--- config.mk ---
export PLATFORM = sky130hd
export DESIGN_NAME = booth_arbitro_secuenciador
export DESIGN_NICKNAME = d
export VERILOG_FILES = /design/src/rtl/booth_arbitro_secuenciador.sv
export SDC_FILE = /design/constraint.sdc
export NUM_CORES = 1
export LEC_CHECK = 0
export ABC_CLOCK_PERIOD_IN_PS = 2700
export BUFFER_PORTS_ARGS = -buffer_cell sky130_fd_sc_hd__buf_2
export CAP_MARGIN = 30
export CORE_AREA = 8 8 45 47
export CTS_CLUSTER_SIZE = 8
export DETAILED_ROUTE_END_ITERATION = 8
export DIE_AREA = 0 0 53 55
export PLACE_DENSITY = 0.63
export SKIP_CTS_REPAIR_TIMING = 1
export SLEW_MARGIN = 20
export SYNTH_ARGS = -nofsm -noshare
export SYNTH_HDL_FRONTEND = slang
export SYNTH_SLANG_ARGS = --single-unit
--- constraint.sdc ---
create_clock -name clk -period 2.7 [get_ports clk]
set_input_delay 0.135 -clock clk [delete_from_list [all_inputs] [get_ports clk]]
set_output_delay 0.135 -clock clk [all_outputs]
set_load 0.02 [all_outputs]
--- src/rtl/booth_arbitro_secuenciador.sv ---
// Round-robin arbiter plus counter-driven sequencer for a shared radix-2 Booth datapath.
// One operation: LOAD, N x (EVAL, SHIFT), DONE; strobes decode from state.
module booth_arbitro_secuenciador #(
  parameter int N     = 8,
  parameter int CNT_W = 4
) (
  input  logic clk,
  input  logic reset,
  input  logic req0,
  input  logic req1,
  input  logic q0,
  input  logic qsub1,
  output logic sel,
  output logic busy,
  output logic CargaQ,
  output logic CargaM,
  output logic ResetA,
  output logic CargaA,
  output logic Resta,
  output logic DesplazaAQ,
  output logic done0,
  output logic done1
);

  typedef enum logic [2:0] {
    IDLE  = 3'd0,
    LOAD  = 3'd1,
    EVAL  = 3'd2,
    SHIFT = 3'd3,
    DONE  = 3'd4
  } state_t;

  state_t           state_q, state_d;
  logic [CNT_W-1:0] cnt_q, cnt_d;
  logic             sel_q, sel_d;
  logic             last_q, last_d;
  logic             winner;

  // last_q resets to 1 so requester 0 wins the first tie.
  always_ff @(posedge clk or posedge reset) begin
    if (reset) begin
      state_q <= IDLE;
      cnt_q   <= '0;
      sel_q   <= 1'b0;
      last_q  <= 1'b1;
    end else begin
      state_q <= state_d;
      cnt_q   <= cnt_d;
      sel_q   <= sel_d;
      last_q  <= last_d;
    end
  end

  always_comb begin
    state_d    = state_q;
    cnt_d      = cnt_q;
    sel_d      = sel_q;
    last_d     = last_q;
    winner     = (req0 && req1) ? ~last_q : req1;
    CargaQ     = 1'b0;
    CargaM     = 1'b0;
    ResetA     = 1'b0;
    CargaA     = 1'b0;
    Resta      = 1'b0;
    DesplazaAQ = 1'b0;
    done0      = 1'b0;
    done1      = 1'b0;
    case (state_q)
      IDLE: begin
        if (req0 || req1) begin
          sel_d   = winner;
          last_d  = winner;
          state_d = LOAD;
        end
      end
      LOAD: begin
        CargaQ  = 1'b1;
        CargaM  = 1'b1;
        ResetA  = 1'b1;
        cnt_d   = CNT_W'(N);
        state_d = EVAL;
      end
      EVAL: begin
        // Booth pair 01 adds M, 10 subtracts M, 00/11 leave A alone.
        CargaA  = q0 ^ qsub1;
        Resta   = q0 & ~qsub1;
        state_d = SHIFT;
      end
      SHIFT: begin
        DesplazaAQ = 1'b1;
        cnt_d      = cnt_q - CNT_W'(1);
        state_d    = (cnt_q == CNT_W'(1)) ? DONE : EVAL;
      end
      DONE: begin
        done0   = ~sel_q;
        done1   = sel_q;
        state_d = IDLE;
      end
      default: state_d = IDLE;
    endcase
  end

  assign sel  = sel_q;
  assign busy = (state_q != IDLE);

endmodule

Yosys cells after proc, flatten, opt, wreduce, memory -nomap -nowiden
Cells that the tools add are included.
{"block": "totals", "reg_bits": 9, "output_inout_bits": 10, "elab_cells": 33, "inputBits": 6}
{"block": "classes", "bitwise_logic": 5, "muxes": 11, "reduce_logical": 6, "add_sub_neg": 1, "n_eq_ne": 6}
{"operator": "$pmux 3 s4", "n": 1}
{"operator": "$pmux 4 s2", "n": 1}
{"operator": "$mux 1", "n": 7}
{"operator": "$eq 3x2->1 const B", "n": 2}
{"operator": "$mux 3", "n": 2}
{"operator": "$eq 4x1->1 const B", "n": 1}
{"operator": "$sub 4x1->4 const B", "n": 1}
{"operator": "$eq 3x1->1 const B", "n": 1}
{"operator": "$eq 3x3->1 const B", "n": 1}
{"operator": "$logic_not 3->1", "n": 1}
{"operator": "$not 1->1", "n": 3}
{"operator": "$reduce_bool 3->1", "n": 1}
{"operator": "$ne 2x2->1 const B", "n": 1}
{"operator": "$reduce_and 2->1", "n": 1}
{"operator": "$reduce_bool 2->1", "n": 1}
{"operator": "$and 1x1->1", "n": 1}
{"operator": "$logic_and 1x1->1", "n": 1}
{"operator": "$logic_or 1x1->1", "n": 1}
{"operator": "$xor 1x1->1", "n": 1}

Longest topological paths before layout
Gate-level depths: netlist of run 1.
{"block": "depth", "word_depth": 3, "ltp_mapped": 5, "ltp_nobuf": 5}

Worst setup path after synthesis of run 1
OpenSTA, ideal clock, no wires.
{"block": "synth_path", "kind": "register -> output", "from": "register state_q[1]", "to": "output done0", "path_slack_ns": 1.185, "path_buffers": 1, "path_stages_with_launch": 3, "required_ns": 2.565, "arrival_time_ns": 1.380, "path_cell_list": "dfrtp_1 buf_4 nor4b_1"}
{"block": "synth_via", "elab_chain_len": 2}
{"element": "from (decl)", "line": "33", "rtl": "state_t state_q, state_d;"}
{"element": "from (signal assigned)", "line": "47", "rtl": "state_q <= state_d;"}
{"element": "$eq 3x3->1", "line": "68", "rtl": "case (state_q)"}
{"element": "$mux 1", "line": "68"}
{"element": "to (decl)", "line": "21", "rtl": "output logic done0,"}
Every way passes these cells.

Worst setup path after layout of run 1
{"block": "layout_path", "from": "register state_q[0]", "to": "output DesplazaAQ"}
{"block": "layout_via", "elab_chain_len": 2}
{"element": "$eq 3x2->1", "line": "68"}
{"element": "$mux 1", "line": "68"}
{"element": "to (decl)", "line": "20", "rtl": "output logic DesplazaAQ,"}
Every way passes these cells.

==> results of run 1 <==
==> worst max path at each step <==
stage / from / to / slack (ps) / depth (start not counted)
floorplan: state_q[1] / done0 / 1180 / 2
global placement: state_q[0] / DesplazaAQ / 1410 / 4
global route: state_q[0] / DesplazaAQ / 1020 / 4
finish: state_q[0] / DesplazaAQ / 1140 / 4
detailed placement: state_q[0] / DesplazaAQ / 1420 / 4
CTS: state_q[0] / DesplazaAQ / 1130 / 4
==> metal layers <==
metal,share of wire (%),routed length (um)
met2,39,396
met5,0,0
met1,47,475
met4,4.5,46
met3,9.8,100
==> metrics by stage <==
step	instance area [sq um]	power, mW	hold slack [ps]
after floorplan	537	0.544	-37.8
after global placement	598	0.602	113
after detailed placement	598	0.604	113
after CTS	624	0.711	-174
after global routing	634	0.772	83.5
final	634	0.704	75.4
==> flip-flops by register name, indices dropped and copies added, names as in the netlist <==
register,count
cnt_q,4
state_q,3
last_q,1
sel,1
==> critical path: stages (launching register included) <==
cell and delay [ps]:
sky130_fd_sc_hd__dfrtp_1 520, sky130_fd_sc_hd__nor2b_2 300, sky130_fd_sc_hd__nand2_1 120, sky130_fd_sc_hd__inv_1 80, sky130_fd_sc_hd__buf_2 160
==> report_power, final <==
group / internal (mW) / switching, mW
sequential: 0.201 / 0.0814
clock: 0.0569 / 0.0455
combinational: 0.145 / 0.173
==> area by class of cell <==
class | instances | area, sq um
Clock buffer | 4 | 26.3
Multi-Input combinational cell | 36 | 254
Timing Repair Buffer | 16 | 85.1
Inverter | 6 | 22.5
Fill cell | 141 | 749
Tap cell | 16 | 20.0
Sequential cell | 9 | 226
==> layout by cell type, fill, tap and decap left out <==
| cell type | Yosys | layout |
|---|---|---|
| sky130_fd_sc_hd__dfrtp_1 | 8 | 8 |
| sky130_fd_sc_hd__dfstp_2 | 1 | 1 |
| sky130_fd_sc_hd__o31a_1 | 1 | 1 |
| sky130_fd_sc_hd__a21oi_1 | 1 | 1 |
| sky130_fd_sc_hd__inv_1 | 6 | 6 |
| sky130_fd_sc_hd__ha_1 | 3 | 3 |
| sky130_fd_sc_hd__dlygate4sd3_1 | 0 | 1 |
| sky130_fd_sc_hd__clkbuf_1 | 0 | 1 |
| sky130_fd_sc_hd__nand3b_1 | 2 | 2 |
| sky130_fd_sc_hd__o21bai_1 | 1 | 1 |
| sky130_fd_sc_hd__nor3_4 | 1 | 1 |
| sky130_fd_sc_hd__nand4_1 | 1 | 1 |
| sky130_fd_sc_hd__nor3_1 | 1 | 1 |
| sky130_fd_sc_hd__clkbuf_4 | 0 | 3 |
| sky130_fd_sc_hd__and3_1 | 1 | 1 |
| sky130_fd_sc_hd__nand2_1 | 6 | 6 |
| sky130_fd_sc_hd__o221a_2 | 1 | 1 |
| sky130_fd_sc_hd__nand2b_1 | 2 | 2 |
| sky130_fd_sc_hd__nor2b_2 | 1 | 1 |
| sky130_fd_sc_hd__o21ai_0 | 1 | 1 |
| sky130_fd_sc_hd__nor4bb_1 | 1 | 1 |
| sky130_fd_sc_hd__nor4b_1 | 1 | 1 |
| sky130_fd_sc_hd__a32o_1 | 1 | 1 |
| sky130_fd_sc_hd__a22o_1 | 1 | 1 |
| sky130_fd_sc_hd__o21ai_1 | 1 | 1 |
| sky130_fd_sc_hd__nor2_1 | 5 | 5 |
| sky130_fd_sc_hd__mux2i_1 | 1 | 1 |
| sky130_fd_sc_hd__buf_2 | 0 | 15 |
| sky130_fd_sc_hd__a41oi_1 | 1 | 1 |
| sky130_fd_sc_hd__a31oi_1 | 1 | 1 |
==> kinds of logic after synthesis <==
family	share of synthesized area, %
simple gates	24.2
mux	1.86
buf+inv	10.5
flops	42.2
compound gates	14.2
fa+ha+maj	6.99
==> summary.md, run 1 <==
| Metric | Value |
|---|---|
| Run status | completed |
| Drt wl/cell | 11.7 um |
| Aggregate global routing overflow | 0 |
| Reg2Reg Depth | 3 |
| Post-synth top area cell | sky130_fd_sc_hd__dfrtp_1 |
| Library cell used as clock root buffer | sky130_fd_sc_hd__clkbuf_4 |
| Most repeated cell in the gate-level netlist after synthesis | sky130_fd_sc_hd__dfrtp_1 |
| Power density cells | 1110 mW/mm^2 |
| Overall routing resource usage | 8.15% |
| Routed vias/inst | 4.93 |
| Clock-pin transition on the worst setup and hold timing paths | 60 ps |
| Standby leakage power | 0.318 nW |
| Global routing usage on met3 | 1.87% |
| Synthesized instance count | 55 |
| Max clock buf depth | 2 |
| Required time at the endpoint of the critical path | 2570 ps |
| Synth Net Count | 64 |
| Maximum VDD drop | 0.000461 V |
| Hold Path Origin | req0 |
| Number of synthesized register bits | 9 |
| Met2 track demand over resource | 10.9% |
| Met1 track demand over resource | 9.47% |
| CP arrival | 1420 ps |
| Initial core utilization | 38.8% |
| Dpl ws | 1420 ps |
| Max-slew violation total from the final report | 0 |
| Fraction of layout cells with a size suffix above 1 | 31.0% |
| Start-to-end type of the worst setup path | reg2out |
| Placed insts | 82 |
| Non-filler cells, final | 87 |
| Fin Clk Skew | 0.330 ps |
| DRC Markers | 0 |
| Area grow syn2layout | 18.2% |
| Layout Utilization | 45.8% |
| Unrepaired setup endpoints after global routing | no |
| Die W | 53 um |
| Kind of path behind the tightest hold check | in2reg |
| TritonCTS sink count | 9 |
| Vias in the first global route | 404 |
| Area contributors post-synth | sky130_fd_sc_hd__dfrtp_1, sky130_fd_sc_hd__ha_1, sky130_fd_sc_hd__dfstp_2 |
| Port buffer count | 15 |
| Sequential fraction of the synthesis area | 42.2% |
| Minimum clock period after layout | 1560 ps |
| Fmax | 641 MHz |
| Pin count of the biggest net entering global routing | 15 |
| Final period utilization | 57.8% |
| Number of flops mapped to enable cells by yosys | 0 |
| Largest fanout on the critical path | 9 |
| Total routed wirelength | 1020 um |
| Slack of the worst reg-to-reg path | 1450 ps |
| Post-synth top flop | sky130_fd_sc_hd__dfrtp_1 |
| Share of flip-flops with an asynchronous set or reset | 100% |
| Sum of negative setup slack | 0 ps |
| Wire length of the first global-routing pass | 1690 um |
| Nature of the critical path startpoint | register |
| Tightest slew margin relative to the limit | 70.6% |
| Hold Path Stages | 2 |
| Height of the die | 55 um |
| Distinct cell type count of the synthesized netlist | 28 |
| Fraction of post-synthesis cell area in the top cell type by area | 37.3% |
| Initial antenna violation count | 0 |
| Layer carrying the most global-route usage | met2 |
| Core Region | 0.00138 sq mm |
| Warnings, synthesis | 0 |
| Max cap viols | 0 |
| Terminus of the critical flop-to-flop path | sel |
| Transition time at the pin with the least slew margin | 441 ps |
| Syn Area/Cell | 9.76 sq um |
| Final WS setup | 1140 ps |
| TritonCTS clock tree | built |
| Ranking of synthesized cells by instance count | sky130_fd_sc_hd__dfrtp_1, sky130_fd_sc_hd__inv_1, sky130_fd_sc_hd__nand2_1 |
| Final Net Count | 81 |
| Total via count after detailed routing | 429 |
| Final setup viols | 0 |
| # diodes | 0 |
| Post-DRT Antenna Nets | 0 |
| Clock buffers created by TritonCTS | 3 |
| Clock Latency Late Sink | 260 ps |
| Post-synthesis instance area | 537 sq um |
| Boundary Pins | 16 |
| Number of DRC markers after the initial detailed-route iteration | 7 |
| Critical Path Sink Type | output pin |
| Number of H-tree levels | 1 |
| Hold Path Sink | last_q |
| Total Die Area | 0.00292 sq mm |
| Reg2reg start | state_q[1] |
| Detailed placer's ending HPWL | 788 um |
| Num rows | 14 |
| RePlAce Congestion | 0.766 |
| Length of the first detailed-routing pass in iterations | 4 |
| Count of endpoints failing hold in the final timing report | 0 |
Power figures use the tool's default switching activity.
==> run 2, diff against run 1 <==
--- a/config.mk
+++ b/config.mk
@@ -5,14 +5,14 @@
 export SDC_FILE = /design/constraint.sdc
 export NUM_CORES = 1
 export LEC_CHECK = 0
-export ABC_CLOCK_PERIOD_IN_PS = 2700
+export ABC_CLOCK_PERIOD_IN_PS = 1270
 export BUFFER_PORTS_ARGS = -buffer_cell sky130_fd_sc_hd__buf_2
 export CAP_MARGIN = 30
 export CORE_AREA = 8 8 45 47
 export CTS_CLUSTER_SIZE = 8
 export DETAILED_ROUTE_END_ITERATION = 8
 export DIE_AREA = 0 0 53 55
-export PLACE_DENSITY = 0.63
+export PLACE_DENSITY = 0.65
 export SKIP_CTS_REPAIR_TIMING = 1
 export SLEW_MARGIN = 20
 export SYNTH_ARGS = -nofsm -noshare
==> constraint.sdc (replaced) <==
create_clock -name clk -period 1.27 [get_ports clk]
set_input_delay 0.0635 -clock clk [delete_from_list [all_inputs] [get_ports clk]]
set_output_delay 0.0635 -clock clk [all_outputs]
set_load 0.02 [all_outputs]
==> run 2 against run 1 <==
Effect of this change: the flow now finishes with violations (setup timing); flip-flop and latch count did not move; final cell count rose by 10%; clock power rose by 110%; power rose by 150%; clock skew rose by 3.6 ps; die area did not move; final area rose by 18%; non-clock buffer count rose by 9; setup slack got worse by 1300 ps; sequential power rose by 110%; largest cell class unchanged.
==> summary.md, run 2 (synthesis results as in run 1) <==
| Metric | Value |
|---|---|
| TritonCTS clock tree | built |
| Num rows | 14 |
| Tightest slew margin relative to the limit | 76.9% |
| Wire length of the first global-routing pass | 1810 um |
| Met1 track demand over resource | 9.47% |
| Drt wl/cell | 12.7 um |
| Met2 track demand over resource | 13.7% |
| Largest fanout on the critical path | 7 |
| Cell with the largest stage delay on the worst path | sky130_fd_sc_hd__dfrtp_2 |
| Number of DRC markers after the initial detailed-route iteration | 4 |
| Slack of the worst reg-to-reg path | 40 ps |
| Flip-flop count of the largest register after layout | 4 |
| Nature of the critical path startpoint | register |
| Initial core utilization | 38.8% |
| Cell with the most instances on the worst path | sky130_fd_sc_hd__buf_4 |
| Kind of path behind the tightest hold check | in2reg |
| Fraction of layout cells with a size suffix above 1 | 47.5% |
| Total via count after detailed routing | 471 |
| Layer carrying the most global-route usage | met2 |
| Non-filler cells, final | 96 |
| Placed instance area | 633 sq um |
| Global routing usage on met3 | 1.87% |
| Start-to-end type of the worst setup path | reg2out |
| Most frequent cells in the layout | sky130_fd_sc_hd__buf_2, sky130_fd_sc_hd__buf_4, sky130_fd_sc_hd__inv_1 |
| Reg2reg start | state_q[0] |
| Run status | finished, violations left |
| Placed insts | 85 |
| Area grow syn2layout | 38.9% |
| Terminus of the critical flop-to-flop path | sel |
| Largest registers | cnt_q x4, state_q x3 |
| Aggregate global routing overflow | 0 |
| Clock buffers created by TritonCTS | 3 |
| Launching element of the worst setup path | state_q[0] |
| DRC Markers | 0 |
| Die W | 53 um |
| Pin count of the biggest net entering global routing | 10 |
| Count of endpoints failing hold in the final timing report | 0 |
| Vias in the first global route | 417 |
| Length of the first detailed-routing pass in iterations | 4 |
| Overall routing resource usage | 8.43% |
| Minimum clock period after layout | 1390 ps |
| Max cap viols | 0 |
| Routed vias/inst | 4.91 |
| Max-slew violation total from the final report | 0 |
| RePlAce Congestion | 0.757 |
| Height of the die | 55 um |
| # diodes | 0 |
| Number of H-tree levels | 1 |
| Violated checks | setup timing |
| Port buffer count | 15 |
| Transition time at the pin with the least slew margin | 347 ps |
| Clock Latency Late Sink | 260 ps |
| Final WS setup | -120 ps |
| Detailed placer's ending HPWL | 893 um |
| Max clock buf depth | 2 |
| CP arrival | 1330 ps |
| Total routed wirelength | 1220 um |
| Boundary Pins | 16 |
| Final Net Count | 90 |
| Sum of negative setup slack | -415 ps |
| Fin Clk Skew | 3.92 ps |
| Fmax | 720 MHz |
| Total Die Area | 0.00292 sq mm |
| Layout Utilization | 53.9% |
| CP endpoint | done1 |
| Reg2Reg Depth | 5 |
| Core Region | 0.00138 sq mm |
| Final period utilization | 109% |
| Total non-filler cell area in the finished layout | 746 sq um |
| Library cell used as clock root buffer | sky130_fd_sc_hd__clkbuf_4 |
| Unrepaired setup endpoints after global routing | yes |
| TritonCTS sink count | 9 |
| Critical Path Sink Type | output pin |
| Required time at the endpoint of the critical path | 1210 ps |
| Ordered cell list for the critical path | buf_4 -> nor4bb_2 -> buf_4 |
| Initial antenna violation count | 0 |
| Largest register by flop count | cnt_q |
| Power density cells | 2310 mW/mm^2 |
| Final setup viols | 7 |
| Clock-pin transition on the worst setup and hold timing paths | 60 ps |
| Post-DRT Antenna Nets | 0 |
| Maximum VDD drop | 0.00104 V |
| Standby leakage power | 0.369 nW |
| Delay of the slowest cell on the worst path | 450 ps |
run 2: changes by cell type in the layout (fill, tap and decap cells not counted), moves of 2 or more:
| cell | change |
|---|---|
| sky130_fd_sc_hd__buf_2 | -4 |
| sky130_fd_sc_hd__dfrtp_1 | -3 |
| sky130_fd_sc_hd__buf_4 | +11 |
| sky130_fd_sc_hd__dfrtp_2 | +3 |
| sky130_fd_sc_hd__buf_6 | +2 |
run 2: worst min-delay path by stage:
stage / start / end / slack, ps / depth (start not counted)
3_5_place_dp: reset / cnt_q[0] / 40 / 2
5_1_grt: req0 / last_q / 30 / 2
2_1_floorplan: reset / cnt_q[0] / -110 / 1
3_3_place_gp: reset / state_q[2] / 40 / 2
6_report: req0 / last_q / 30 / 2
4_1_cts: reset / state_q[1] / -240 / 2
run 2: where the power goes:
part,switching (mW),total (mW),internal (mW),leakage (nW)
clock,0.0971,0.218,0.121,0.0150
sequential,0.157,0.592,0.435,0.103
combinational,0.455,0.914,0.459,0.251
total,0.709,1.72,1.01,0.369
run 2: worst max-delay path, delay by kind of cell, from the launching register on:
kind | cells | cell delay [ps]
DFF | 1 | 450
buffers and inverters | 2 | 350
and+or+nand+nor | 1 | 280
run 2: stage by stage:
stage | setup slack, ps | power [mW] | hold WS, ps
detailed placement | 73.7 | 1.35 | 38.7
global route | -162 | 1.86 | 31.2
finish | -120 | 1.72 | 26.7
global placement | 110 | 1.34 | 39.8
floorplan | -0.108 | 1.17 | -109
CTS | -215 | 1.59 | -244
run 2: layout make-up:
cell class	count	area, sq um
Clock buffer	4	26.3
Fill cell	127	638
Inverter	6	22.5
Multi-Input combinational cell	36	277
Sequential cell	9	230
Tap cell	16	20.0
Timing Repair Buffer	25	170
run 2: layer usage:
| metal | routed length [um] | vias up |
|---|---|---|
| met2 | 529 | 11 |
| li1 | - | 243 |
| met3 | 105 | 2 |
| met1 | 581 | 215 |
| met4 | 5 | 0 |
| met5 | 0 | - |
